[src/rtl/img_write_ctrl.sv]
// Frame write-back sequencer: streams the frame buffer out of the dual-port RAM into
// consecutive SD sectors through the sd_ctrl sector-write handshake.
module img_write_ctrl #(
   parameter logic [31:0] BASE_SEC_ADDR = 32'd20000,
   parameter logic [31:0] SEC_NUM       = 32'd1200,
   parameter logic [8:0]  WORDS_PER_SEC = 9'd256,
   parameter int          RAM_AW        = 19
) (
   input  logic              clk,
   input  logic              rst,
   input  logic              start,
   input  logic              sd_init_done,
   input  logic              wr_busy,
   input  logic              wr_req,
   output logic              wr_start_en,
   output logic [31:0]       wr_sec_addr,
   output logic [15:0]       wr_data,
   output logic              ram_rd_en,
   output logic [RAM_AW-1:0] ram_rd_addr,
   input  logic [15:0]       ram_rd_data,
   output logic              busy,
   output logic              done
);

   typedef enum logic [2:0] {
      S_IDLE, S_PF_RD, S_PF_LD, S_ISSUE, S_WAIT_HI, S_XFER, S_WAIT_LO, S_DONE
   } state_t;

   state_t             state, state_nxt;
   logic [31:0]        sec_cnt;
   logic [RAM_AW-1:0]  word_ptr;
   logic [8:0]         wcnt;
   logic               fetch_pend;
   logic               load_pend;
   logic               req_take;
   logic               last_word;
   logic               sec_last;

   // Only wr_req pulses inside XFER and within the sector's word budget move the pointers.
   assign req_take  = (state == S_XFER) && wr_req && (wcnt < WORDS_PER_SEC);
   assign last_word = (wcnt == WORDS_PER_SEC - 9'd1);
   assign sec_last  = ((sec_cnt + 32'd1) == SEC_NUM);

   // NOTE: sequential state uses non-blocking assignments so every register samples
   // pre-edge values regardless of statement order.
   always_ff @(posedge clk or negedge rst) begin
      if (!rst) state <= S_IDLE;
      else      state <= state_nxt;
   end

   always_comb begin
      // NOTE: default first so every path assigns state_nxt and no latch is inferred.
      state_nxt = state;
      case (state)
         S_IDLE:    if (start && sd_init_done) state_nxt = S_PF_RD;
         S_PF_RD:   state_nxt = S_PF_LD;
         S_PF_LD:   state_nxt = S_ISSUE;
         S_ISSUE:   state_nxt = S_WAIT_HI;
         S_WAIT_HI: if (wr_busy) state_nxt = S_XFER;
         S_XFER:    if (req_take && last_word) state_nxt = S_WAIT_LO;
         S_WAIT_LO: if (!wr_busy) state_nxt = sec_last ? S_DONE : S_PF_RD;
         S_DONE:    state_nxt = S_IDLE;
         default:   state_nxt = S_IDLE;
      endcase
   end

   always_comb begin
      busy        = (state != S_IDLE);
      wr_start_en = (state == S_ISSUE);
      done        = (state == S_DONE);
      ram_rd_en   = (state == S_PF_RD) || fetch_pend;
      ram_rd_addr = ram_rd_en ? word_ptr : '0;
   end

   always_ff @(posedge clk or negedge rst) begin
      if (!rst) begin
         sec_cnt     <= '0;
         word_ptr    <= '0;
         wcnt        <= '0;
         fetch_pend  <= 1'b0;
         load_pend   <= 1'b0;
         wr_data     <= '0;
         wr_sec_addr <= '0;
      end else begin
         // RAM data arrives one cycle after the strobe; capture it then.
         load_pend  <= ram_rd_en;
         fetch_pend <= req_take && !last_word;
         if (load_pend) wr_data <= ram_rd_data;

         if (state == S_IDLE && start && sd_init_done) begin
            sec_cnt  <= '0;
            word_ptr <= '0;
         end
         if (state == S_PF_LD) begin
            wr_sec_addr <= BASE_SEC_ADDR + sec_cnt;
            wcnt        <= '0;
         end
         if (req_take) begin
            wcnt     <= wcnt + 9'd1;
            word_ptr <= word_ptr + RAM_AW'(1);
         end
         if (state == S_WAIT_LO && !wr_busy) sec_cnt <= sec_cnt + 32'd1;
      end
   end

endmodule

[config.mk]
export PLATFORM = sky130hd
export DESIGN_NAME = img_write_ctrl
export DESIGN_NICKNAME = d
export VERILOG_FILES = /design/src/rtl/img_write_ctrl.sv
export SDC_FILE = /design/constraint.sdc
export NUM_CORES = 1
export LEC_CHECK = 0
export BUFFER_PORTS_ARGS = -buffer_cell sky130_fd_sc_hd__buf_2
export CORE_MARGIN = 10
export CORE_UTILIZATION = 40
export DETAILED_ROUTE_END_ITERATION = 8
export MAX_ROUTING_LAYER = met4
export RECOVER_POWER = 25
export SYNTH_ARGS = -nofsm -noshare
export SYNTH_HDL_FRONTEND = slang
export SYNTH_SLANG_ARGS = --single-unit
export TNS_END_PERCENT = 50
[constraint.sdc]
create_clock -name clk -period 6.17 [get_ports clk]
set_input_delay 1.234 -clock clk [delete_from_list [all_inputs] [get_ports clk]]
set_output_delay 1.234 -clock clk [all_outputs]
set_load 0.01 [all_outputs]
## After elaboration in Yosys (flattened, before gate mapping)

Cells that the tools add are included.

| word-level totals | value |
|---|---|
| register bits | 113 |
| latch bits | 0 |
| bits in writable memories | 0 |
| memory bits (read-only) | 0 |
| input bits | 22 |
| output and inout port bits | 71 |
| word-level logic and storage cells | 56 |
| memories kept | 0 |

| operators by class | value |
|---|---|
| add/sub/neg operators | 4 |
| multiply operators | 0 |
| div/mod/pow operators | 0 |
| order comparisons | 1 |
| eq/ne operators | 13 |
| shift operators | 0 |
| muxes and demuxes | 13 |
| bitwise logic cells | 0 |
| reductions and logical operators | 17 |

Operator list:

| cell | count |
|---|---|
| 2-to-1 mux 32 bit | 2 |
| 2-to-1 mux 19 bit | 3 |
| adder 15 x 32 -> 32 bit (first input constant) | 1 |
| adder 32 x 1 -> 32 bit (second input constant) | 1 |
| equality test 32 x 11 -> 1 bit (second input constant) | 1 |
| one-hot mux 3 bit (8 select lines) | 1 |
| adder 19 x 1 -> 19 bit (second input constant) | 1 |
| 2-to-1 mux 9 bit | 2 |
| 2-to-1 mux 3 bit | 5 |
| equality test 3 bit (second input constant) | 4 |
| adder 9 x 1 -> 9 bit (second input constant) | 1 |
| equality test 9 x 8 -> 1 bit (second input constant) | 1 |
| less-than comparator 9 bit (second input constant) | 1 |
| logical AND 1 bit | 8 |
| equality test 3 x 2 -> 1 bit (second input constant) | 2 |
| != test 2 bit (second input constant) | 3 |
| nonzero test 2 bit | 3 |
| AND reduction 4 bit | 1 |
| equality test 3 x 1 -> 1 bit (second input constant) | 1 |
| zero test 3 bit | 1 |
| nonzero test 3 bit | 1 |
| zero test 1 bit | 2 |
| != test 2 x 1 -> 1 bit (second input constant) | 1 |
| logical OR 1 bit | 1 |

## Longest topological paths before layout

Gate-level depths: netlist (run 1).

| logic depth | value |
|---|---|
| depth after elaboration | 6 |
| gate-level depth with buffers | 9 |
| mapped depth without buffers | 8 |

## Worst setup path before layout (run 1)

OpenSTA, ideal clock, no wires.

| timing | value |
|---|---|
| path type | input port to flip-flop |
| from | input wr_busy |
| to | register state[2] |
| library setup time | 0.064 ns |
| arrival time | 2.576 ns |
| data required time | 6.106 ns |
| path slack | 3.530 ns |
| stages on the path | 8 |
| path buffers | 1 |
| cell sequence | nor4bb_1 clkbuf_1 nand2_1 a211oi_1 nand4_1 nor4_1 and4_1 a211o_1 |

| between the ends | value |
|---|---|
| word-level cells in the longest chain between the ends | 2 |
| elaborated cells on any way between the ends | 3 |
| classes of those cells | 2 x eq/ne; 1 x reduce/logical |

RTL lines:

| item | line | RTL |
|---|---|---|
| from (decl) | 13 | `input logic wr_busy,` |
| != test 2 bit (no line) | -- |  |
| AND reduction 4 bit (no line) * | -- |  |
| to (signal assigned) | 48 | `else state <= state_nxt;` |
| to (decl) | 29 | `state_t state, state_nxt;` |

Mark *: on every way between the ends. The rest lies on a longest branch, timed or not.
A chain may end at the register's enable or synchronous reset.

## Worst setup path in the final report (run 1)

| timing | value |
|---|---|
| from | register state[1] |
| to | output ram_rd_en |

| between the ends | value |
|---|---|
| word-level cells in the longest chain between the ends | 2 |

RTL lines:

| item | line | RTL |
|---|---|---|
| equality test 3 x 1 -> 1 bit | 71 | `ram_rd_en = (state == S_PF_RD) \|\| fetch_pend;` |
| logical OR 1 bit | 71 |  |
| to (decl) | 18 | `output logic ram_rd_en,` |

No other way between the ends.

==> results of run 1 <==
registers in the layout (all words and copies together) (netlist names):
signal	count
state	3
sec_cnt	32
wcnt	9
fetch_pend	1
load_pend	1
wr_sec_addr	32
word_ptr	19
wr_data	16
layer usage:
metal | track usage [%] | vias up | wire length (um)
met5 | - | - | 0
met4 | 6.38 | 0 | 266
met3 | 4.17 | 23 | 988
met2 | 23.9 | 172 | 7370
met1 | 21.2 | 2536 | 7720
li1 | - | 2596 | -
worst register-to-register path, cell delays in order, from the launching register on:
cell and delay (ns):
dfrtp_1 0.53, ha_1 0.34, nand4_2 0.22, nor4_4 0.51, and2_0 0.35, nand4_1 0.15
a2111oi_0 0.46, and4_1 0.29, a211o_1 0.11
layout make-up:
class | instances | share of cell area (%)
Clock buffer | 26 | 7.00
Tap cell | 188 | 3.23
Clock inverter | 4 | 0.688
Timing Repair Buffer | 97 | 6.83
Inverter | 7 | 0.361
Multi-Input combinational cell | 526 | 43.0
Sequential cell | 113 | 38.9
metrics by stage:
| step | utilization [%] | setup WS (ns) |
|---|---|---|
| 2_1_floorplan | - | 3.53 |
| 3_3_place_gp | 44.2 | 3.11 |
| 3_5_place_dp | 44.2 | 3.08 |
| 4_1_cts | 47.9 | 3.10 |
| 5_1_grt | 47.9 | 2.49 |
| 6_report | 47.9 | 2.77 |
power groups by stage:
stage	Sequential, W	Clock [W]	Combinational (W)
2_1_floorplan	0.000956	0	0.000303
3_3_place_gp	0.000949	0	0.000498
3_5_place_dp	0.000956	0	0.000508
4_1_cts	0.000944	0.000948	0.000511
5_1_grt	0.000965	0.000983	0.000561
6_report	0.000944	0.000928	0.000494
logic make-up after synthesis:
| logic type | Yosys count | share of synthesized area, % |
|---|---|---|
| simple gates | 301 | 24.2 |
| flops | 113 | 45.5 |
| compound gates | 150 | 14.2 |
| xor+xnor | 42 | 5.92 |
| fa+ha+maj | 6 | 1.21 |
| mux | 27 | 4.67 |
| buf+inv | 63 | 4.31 |
cells in the final DEF (no fill, tap or decap), types with 7 or more instances in the layout:
| cell type | synthesis | routed |
|---|---|---|
| a21oi_1 | 15 | 15 |
| a31oi_1 | 13 | 13 |
| and3_1 | 19 | 19 |
| buf_2 | 10 | 91 |
| clkbuf_16 | 0 | 17 |
| dfrtp_1 | 113 | 113 |
| inv_1 | 7 | 7 |
| mux2_2 | 16 | 16 |
| mux2i_1 | 11 | 11 |
| nand2_1 | 112 | 111 |
| nand3_1 | 35 | 34 |
| nand4_1 | 21 | 21 |
| nor2_1 | 46 | 46 |
| nor2b_1 | 25 | 25 |
| nor3_1 | 7 | 7 |
| o21ai_0 | 83 | 83 |
| o31ai_1 | 13 | 13 |
| o41ai_1 | 7 | 7 |
| xnor2_1 | 28 | 28 |
| xor2_1 | 14 | 14 |
path summary, 6_finish.rpt:
kind                                 start         endpoint  slack (ns)  depth (start not counted)
setup / recovery                  state[1]        ram_rd_en        2.77                          5
hold / removal             wr_sec_addr[19]  wr_sec_addr[19]        0.47                          2
setup reg to reg                sec_cnt[5]         state[2]        3.15                          8
hold reg to reg            wr_sec_addr[19]  wr_sec_addr[19]        0.47                          2
max in group asynchronous              rst       wr_data[1]        4.10                          2
min in group asynchronous              rst       sec_cnt[9]        0.96                          1
==> impl_metrics.json, run 1 <==
{
  "grt_pass1_vias": 5175,
  "dr.pass1.iters": 5,
  "cts_tree": "built",
  "start_util_pct": 40.9,
  "endpoint_kind": "primary output",
  "timing.hold.ws_ns": 0.471,
  "clk_path_buf_depth": 2,
  "syn-num-nets": 730,
  "slew_violations": 0,
  "synth_edf_count": 0,
  "arrival_ns": 2.16,
  "detail_route.wl_per_cell_um": 17.0,
  "hold_buffers": 0,
  "synth.most_common_cell": "dfrtp_1",
  "synth_flop_cell": "dfrtp_1",
  "drt-total-wl_mm": 16.3,
  "rows": 45,
  "dp_cells": 931,
  "gp_congestion": 0.928,
  "required_ns": 4.94,
  "status": "complete, no violations",
  "combPwrFrac_pct": 20.9,
  "hpwl_mm": 11.3,
  "slowest_delay_ns": 0.59,
  "die-area_sq_um": 20900,
  "yosys.area.top_type_share_pct": 45.5,
  "place_area_sq_um": 6720,
  "synth_largest_area_cell": "dfrtp_1",
  "intPower_w": 0.00164,
  "yosysSeqAreaShare_pct": 45.5,
  "n_antenna_cell": 0,
  "max_cap_violations": 0,
  "p_seq_share_pct": 39.9,
  "path_class": "register to primary output",
  "hp-class": "register to register",
  "grt_max_degree": 70,
  "syn_avg_cell_area_sq_um": 8.85,
  "drive_gt1_share_pct": 19.1,
  "ys_seq_elements": 113,
  "path_clk_slew_ns": 0.05,
  "grt_setup_unrepaired": "no",
  "avgViaCountPerCell": 5.54,
  "worst_pin_slew_ns": 0.993,
  "async_flop_share_pct": 100,
  "p_total_w": 0.00237,
  "grt-ovfl-total": 0,
  "cts_resized": 0,
  "multi_input_area_sq_um": 3130,
  "die_h_um": 145,
  "finalSetupTns_ns": 0,
  "finalClockSkew_ns": 0.00771,
  "cp_slowest_cell": "clkbuf_1",
  "fin_crit_sh_pct": 55.1,
  "nets": 790,
  "port_buffers": 92,
  "layout.cells.non_filler": 961,
  "path_delay_family": "buffers and inverters",
  "grt_use_total_pct": 16.3,
  "power.density_nw_per_um2": 325,
  "netlist_area_sq_um": 6210,
  "yosys-top-cells-count": "dfrtp_1, nand2_1, o21ai_0, nor2_1, clkbuf_1",
  "grt_antenna_before_repair": 0,
  "finalSetupViolations": 0,
  "period_needed_ns": 3.40,
  "dr_total_vias": 5327,
  "htree_levels": 4,
  "path_cells": "nor2b_1, a21oi_1, clkbuf_1, inv_1, buf_2",
  "cp_max_fo": 20,
  "die-width_um": 145,
  "insertion_delay_ns": 0.42,
  "hold_viol": 0,
  "crit_buf_inv": 3,
  "area_growth_pct": 17.1,
  "grt_pass1_wl_mm": 26.7,
  "clock-sinks": 113,
  "io_pins": 93,
  "drtIter0Drc": 561,
  "vdd_drop_max_mv": 0.199,
  "p_switching_w": 0.000726,
  "power_leakage_nw": 3.35,
  "slew_headroom_pct": 33.5,
  "synthTopCellsByArea": "dfrtp_1, nand2_1, o21ai_0",
  "ant_nets": 0,
  "p_sw_share_pct": 30.7,
  "cts_setup_buffers": 0,
  "p_clk_share_pct": 39.2,
  "seq_area_sq_um": 2830,
  "yosysWarnings": 0,
  "yosysUniqueCellTypes": 50,
  "drc": 0,
  "fmax_mhz": 294,
  "start_kind": "register",
  "n_fill_cell": 1443,
  "syn-instance-count": 702,
  "root_buffer": "clkbuf_16",
  "postLayoutCellArea_sq_um": 7270,
  "cts_buffers": 17,
  "coreArea_sq_um": 15200
}
Power figures use the tool's default switching activity.
==> inputs of run 2 (changes only) <==
ABC_AREA = 1   (was unset)
clock period = 2.8 ns   (was 6.17 ns; I/O delays follow)
==> impl_metrics.json, run 2 <==
{
  "path_class": "register to primary output",
  "fin_crit_sh_pct": 90.9,
  "grt_antenna_before_repair": 0,
  "grt_pass1_vias": 5461,
  "avgViaCountPerCell": 4.92,
  "grt_use_total_pct": 16.7,
  "die-area_sq_um": 20900,
  "layout_commonest_cell": "nand2_1",
  "cts_buffers": 17,
  "arrival_ns": 1.98,
  "drive_gt1_share_pct": 18.3,
  "hold_buffers": 0,
  "yosys-top-cells-count": "nand2_1, dfrtp_1, nor2_1, inv_1, o21ai_0",
  "synth.most_common_cell": "nand2_1",
  "clock-sinks": 113,
  "port_buffers": 92,
  "synth_largest_area_cell": "dfrtp_1",
  "p_sw_share_pct": 38.0,
  "dr.pass1.iters": 5,
  "path_delay_family": "buffers and inverters",
  "endpoint_kind": "primary output",
  "max_cap_violations": 1,
  "drtIter0Drc": 467,
  "yosysWarnings": 0,
  "syn-instance-count": 825,
  "io_pins": 93,
  "n_fill_cell": 1511,
  "place_area_sq_um": 6890,
  "p_seq_share_pct": 37.9,
  "required_ns": 2.24,
  "start_util_pct": 40.7,
  "grt_max_degree": 63,
  "reg2reg_from": "sec_cnt[6]",
  "finalSetupViolations": 0,
  "die-width_um": 144,
  "grt_pass1_wl_mm": 27.1,
  "gp_congestion": 0.930,
  "postLayoutCellArea_sq_um": 7480,
  "drt-total-wl_mm": 16.3,
  "combPwrFrac_pct": 32.6,
  "p_clk_share_pct": 29.5,
  "power_leakage_nw": 3.56,
  "cts_tree": "built",
  "p_switching_w": 0.00275,
  "coreArea_sq_um": 15200,
  "grt-ovfl-total": 0,
  "die_h_um": 144,
  "final_cell_mix": "nand2_1, dfrtp_1, nor2_1",
  "drc": 0,
  "cp_max_fo": 19,
  "finalSetupTns_ns": 0,
  "crit_buf_inv": 3,
  "vdd_drop_max_mv": 0.472,
  "hpwl_mm": 11.9,
  "synth_flop_cell": "dfrtp_1",
  "slowest_delay_ns": 0.44,
  "ys_seq_elements": 113,
  "intPower_w": 0.00448,
  "critPathLaunch": "state[2]",
  "violations": "max-capacitance violations, max-slew violations",
  "hp-start": "ram_rd_data[4]",
  "layout.cells.non_filler": 1127,
  "ant_nets": 0,
  "worst_pin_slew_ns": 1.97,
  "detail_route.wl_per_cell_um": 14.5,
  "syn_avg_cell_area_sq_um": 7.51,
  "start_kind": "register",
  "synthTopCellsByArea": "dfrtp_1, nand2_1, nor2_1",
  "htree_levels": 4,
  "n_antenna_cell": 0,
  "clk_path_buf_depth": 2,
  "period_needed_ns": 2.54,
  "insertion_delay_ns": 0.42,
  "root_buffer": "clkbuf_16",
  "power.density_nw_per_um2": 966,
  "async_flop_share_pct": 100,
  "nets": 954,
  "rows": 45,
  "yosys.area.top_type_share_pct": 45.6,
  "grt_setup_unrepaired": "no",
  "largestRegisters": "sec_cnt x32, wr_sec_addr x32, word_ptr x19",
  "syn-num-nets": 853,
  "fmax_mhz": 393,
  "hold_viol": 0,
  "area_growth_pct": 20.7,
  "netlist_area_sq_um": 6190,
  "dr_total_vias": 5546,
  "cts_resized": 0,
  "cts_setup_buffers": 0,
  "yosysSeqAreaShare_pct": 45.6,
  "path_cells": "inv_1, nand3_1, nand2_1, clkinvlp_4, nor2_1, buf_2",
  "cp_slowest_cell": "dfrtp_1",
  "finalClockSkew_ns": 0.00818,
  "hp-class": "primary input to register",
  "status": "finished with violations",
  "yosysUniqueCellTypes": 40,
  "synth_edf_count": 0,
  "dp_cells": 1095,
  "slew_headroom_pct": -31.1,
  "path_clk_slew_ns": 0.05,
  "slew_violations": 35
}
-- run 2: cell types whose count changed after synthesis, sizes merged, moves of 12 or more --
cell and delta:
clkbuf -28, xnor2 -27, nand2 +146, nor2 +69
and3 -19, o31ai -12, nor2b -25, nand4 -18
inv +91
-- run 2: power by group through the flow --
stage	registers [W]	clock network (W)	logic, W
after floorplan	0.00276	0	0.00147
after global placement	0.00275	0	0.00236
after detailed placement	0.00276	0	0.00238
after CTS	0.00274	0.00217	0.00239
after global routing	0.00284	0.00225	0.00270
final	0.00274	0.00213	0.00235
-- run 2: logic make-up after synthesis --
kind of cell | share of synthesized area (%)
AOI/OAI and AO/OA | 9.51
xor gates and xnor gates | 3.25
adders and majority gates | 1.21
buffers and inverters | 7.23
DFF | 45.6
muxes | 2.91
and+or+nand+nor | 30.2
-- run 2: path summary, 6_finish.rpt --
| check | to | slack, ns | cells after the start |
|---|---|---|---|
| min reg2reg | wr_sec_addr[25] | 0.48 | 2 |
| min | wr_data[4] | 0.37 | 2 |
| max | ram_rd_addr[16] | 0.26 | 6 |
| max reg2reg | wr_sec_addr[29] | 0.64 | 13 |
| min in group asynchronous | wr_sec_addr[10] | 0.68 | 1 |
| max in group asynchronous | word_ptr[7] | 0.86 | 2 |
-- run 2: routing by layer --
layer  share of wire, %  track usage (%)  up-vias
met5                  0                -        -
met4                1.5             5.53        0
met3                4.7             3.97       21
met2                 46             25.5      119
met1                 48             21.5     2575
li1                   -                -     2831
-- run 2: final cells by class --
type                       instances  area, sq um  area share (%)
tap                              188          235            3.15
inverter                         100          379            5.07
clock inverter                    10          109            1.46
clock buffer                      22          474            6.34
timing repair buffer             100          532            7.11
sequential                       113         2830            37.8
multi-input combinational        594         2920            39.0
-- run 2: per-stage QoR --
stage,worst slack (ns),power (W),hold slack [ns],util (%)
2_1_floorplan,0.852,0.00423,0.264,-
3_3_place_gp,0.588,0.00511,0.462,45.3
3_5_place_dp,0.580,0.00514,0.462,45.3
4_1_cts,0.125,0.00730,0.105,49.2
5_1_grt,0.104,0.00778,0.360,49.2
6_report,0.255,0.00722,0.370,49.2
==> inputs of run 3 (changes only) <==
ABC_AREA = unset   (was 1)
==> impl_metrics.json, run 3 (synthesis results as in run 1) <==
{
  "status": "complete, no violations",
  "layout_commonest_cell": "dfrtp_1",
  "final_cell_mix": "dfrtp_1, nand2_1, buf_2",
  "clk_path_buf_depth": 2,
  "largestRegisters": "sec_cnt x32, wr_sec_addr x32, word_ptr x19",
  "finalClockSkew_ns": 0.00775,
  "grt_pass1_wl_mm": 27.5,
  "grt_antenna_before_repair": 0,
  "gp_congestion": 0.912,
  "root_buffer": "clkbuf_16",
  "cp_max_fo": 10,
  "clock-sinks": 113,
  "cts_setup_buffers": 0,
  "grt-ovfl-total": 0,
  "dp_cells": 963,
  "dr_total_vias": 5420,
  "rows": 45,
  "n_antenna_cell": 0,
  "slowest_delay_ns": 0.58,
  "path_cells": "ha_2, nand4_2, or4_4, or3_1, nand4_1, nor4_1, and4_1, a211o_1",
  "die-area_sq_um": 20900,
  "hpwl_mm": 12.0,
  "die_h_um": 145,
  "drive_gt1_share_pct": 23.0,
  "cts_buffers": 17,
  "hp-class": "primary input to register",
  "power.density_nw_per_um2": 723,
  "fmax_mhz": 378,
  "max_cap_violations": 0,
  "nets": 822,
  "drt-total-wl_mm": 16.9,
  "layout.cells.non_filler": 995,
  "cts_tree": "built",
  "grt_pass1_vias": 5196,
  "cp_slowest_cell": "or4_4",
  "finalCoreUtilization_pct": 49.8,
  "vdd_drop_max_mv": 0.384,
  "slew_violations": 0,
  "dr.pass1.iters": 4,
  "io_pins": 93,
  "n_fill_cell": 1456,
  "drtIter0Drc": 443,
  "hold_buffers": 0,
  "hold_viol": 0,
  "fin_crit_sh_pct": 94.6,
  "avgViaCountPerCell": 5.45,
  "grt_setup_unrepaired": "no",
  "grt_use_total_pct": 16.9,
  "finalSetupViolations": 0,
  "start_kind": "register",
  "slew_headroom_pct": 19.2,
  "seq_area_sq_um": 2830,
  "power_leakage_nw": 3.56,
  "area_growth_pct": 22.0,
  "drc": 0,
  "port_buffers": 92,
  "grt_max_degree": 60,
  "insertion_delay_ns": 0.41,
  "detail_route.wl_per_cell_um": 17.0,
  "path_clk_slew_ns": 0.06,
  "required_ns": 3.09,
  "finalSetupTns_ns": 0,
  "coreArea_sq_um": 15200,
  "htree_levels": 4,
  "arrival_ns": 2.94,
  "worst_pin_slew_ns": 1.21,
  "path_class": "register to register",
  "ant_nets": 0,
  "endpoint_kind": "register",
  "die-width_um": 145,
  "period_needed_ns": 2.65,
  "start_util_pct": 40.9,
  "multi_input_area_sq_um": 3130
}
-- run 3: changes by cell type in the layout (fill, tap and decap cells not counted), moves of 12 or more --
cell	change
and3_1	+19
buf_4	+29
inv_1	-90
nand2_1	-138
nand4_1	+17
nor2_1	-58
nor2b_1	+25
o31ai_1	+12
xnor2_1	+27
-- run 3: power breakdown --
group / internal, W / switching (W) / leakage, nW
Sequential: 0.00187 / 0.000189 / 1.52
Combinational: 0.000449 / 0.000713 / 1.73
Clock: 0.00151 / 0.000746 / 0.309
-- run 3: final timing paths --
| kind | startpoint | to | slack, ns | cells after the start |
|---|---|---|---|---|
| min | ram_rd_data[0] | wr_data[0] | 0.38 | 2 |
| max reg2reg | sec_cnt[6] | state[2] | 0.15 | 8 |
| min reg2reg | wr_sec_addr[27] | wr_sec_addr[27] | 0.47 | 2 |
| max in group asynchronous | rst | wr_data[4] | 0.79 | 2 |
| min in group asynchronous | rst | sec_cnt[12] | 0.39 | 1 |
| max | sec_cnt[6] | state[2] | 0.15 | 8 |
-- run 3: final cells by class --
type	instances	share of cell area (%)
multi-input combinational	526	41.3
sequential	113	37.3
timing repair buffer	129	9.71
clock buffer	23	6.57
tap	188	3.10
clock inverter	9	1.67
inverter	7	0.347
-- run 3: layer usage --
layer  routed length [um]  GRT usage, %  vias to the layer above
met5                    0             -                        -
met4                  174          5.00                        0
met3                  893          4.03                       13
met2                 7590          24.9                      155
met1                 8210          22.7                     2606
li1                     -             -                     2646
-- run 3: through the flow --
step	power [W]	cell area [sq um]	worst slack, ns	hold WS (ns)
6_report	0.00548	7580	0.152	0.379
5_1_grt	0.00579	7580	0.0000351	0.374
4_1_cts	0.00555	7590	0.121	0.189
3_3_place_gp	0.00322	6970	0.205	0.455
2_1_floorplan	0.00278	6210	0.308	0.264
3_5_place_dp	0.00327	6970	0.135	0.463
-- run 3: what timing repair did --
action,CTS,global route
setup endpoints to repair,0,2
hold endpoints to repair,0,0
resized for setup,0,2
-- run 3: worst max-delay path: cells and delay by family (launching register included) --
family                     cells  cell delay, ns
DFF                            1            0.45
AOI/OAI and AO/OA              1            0.27
and+or+nand+nor                6            1.53
adders and majority gates      1            0.29
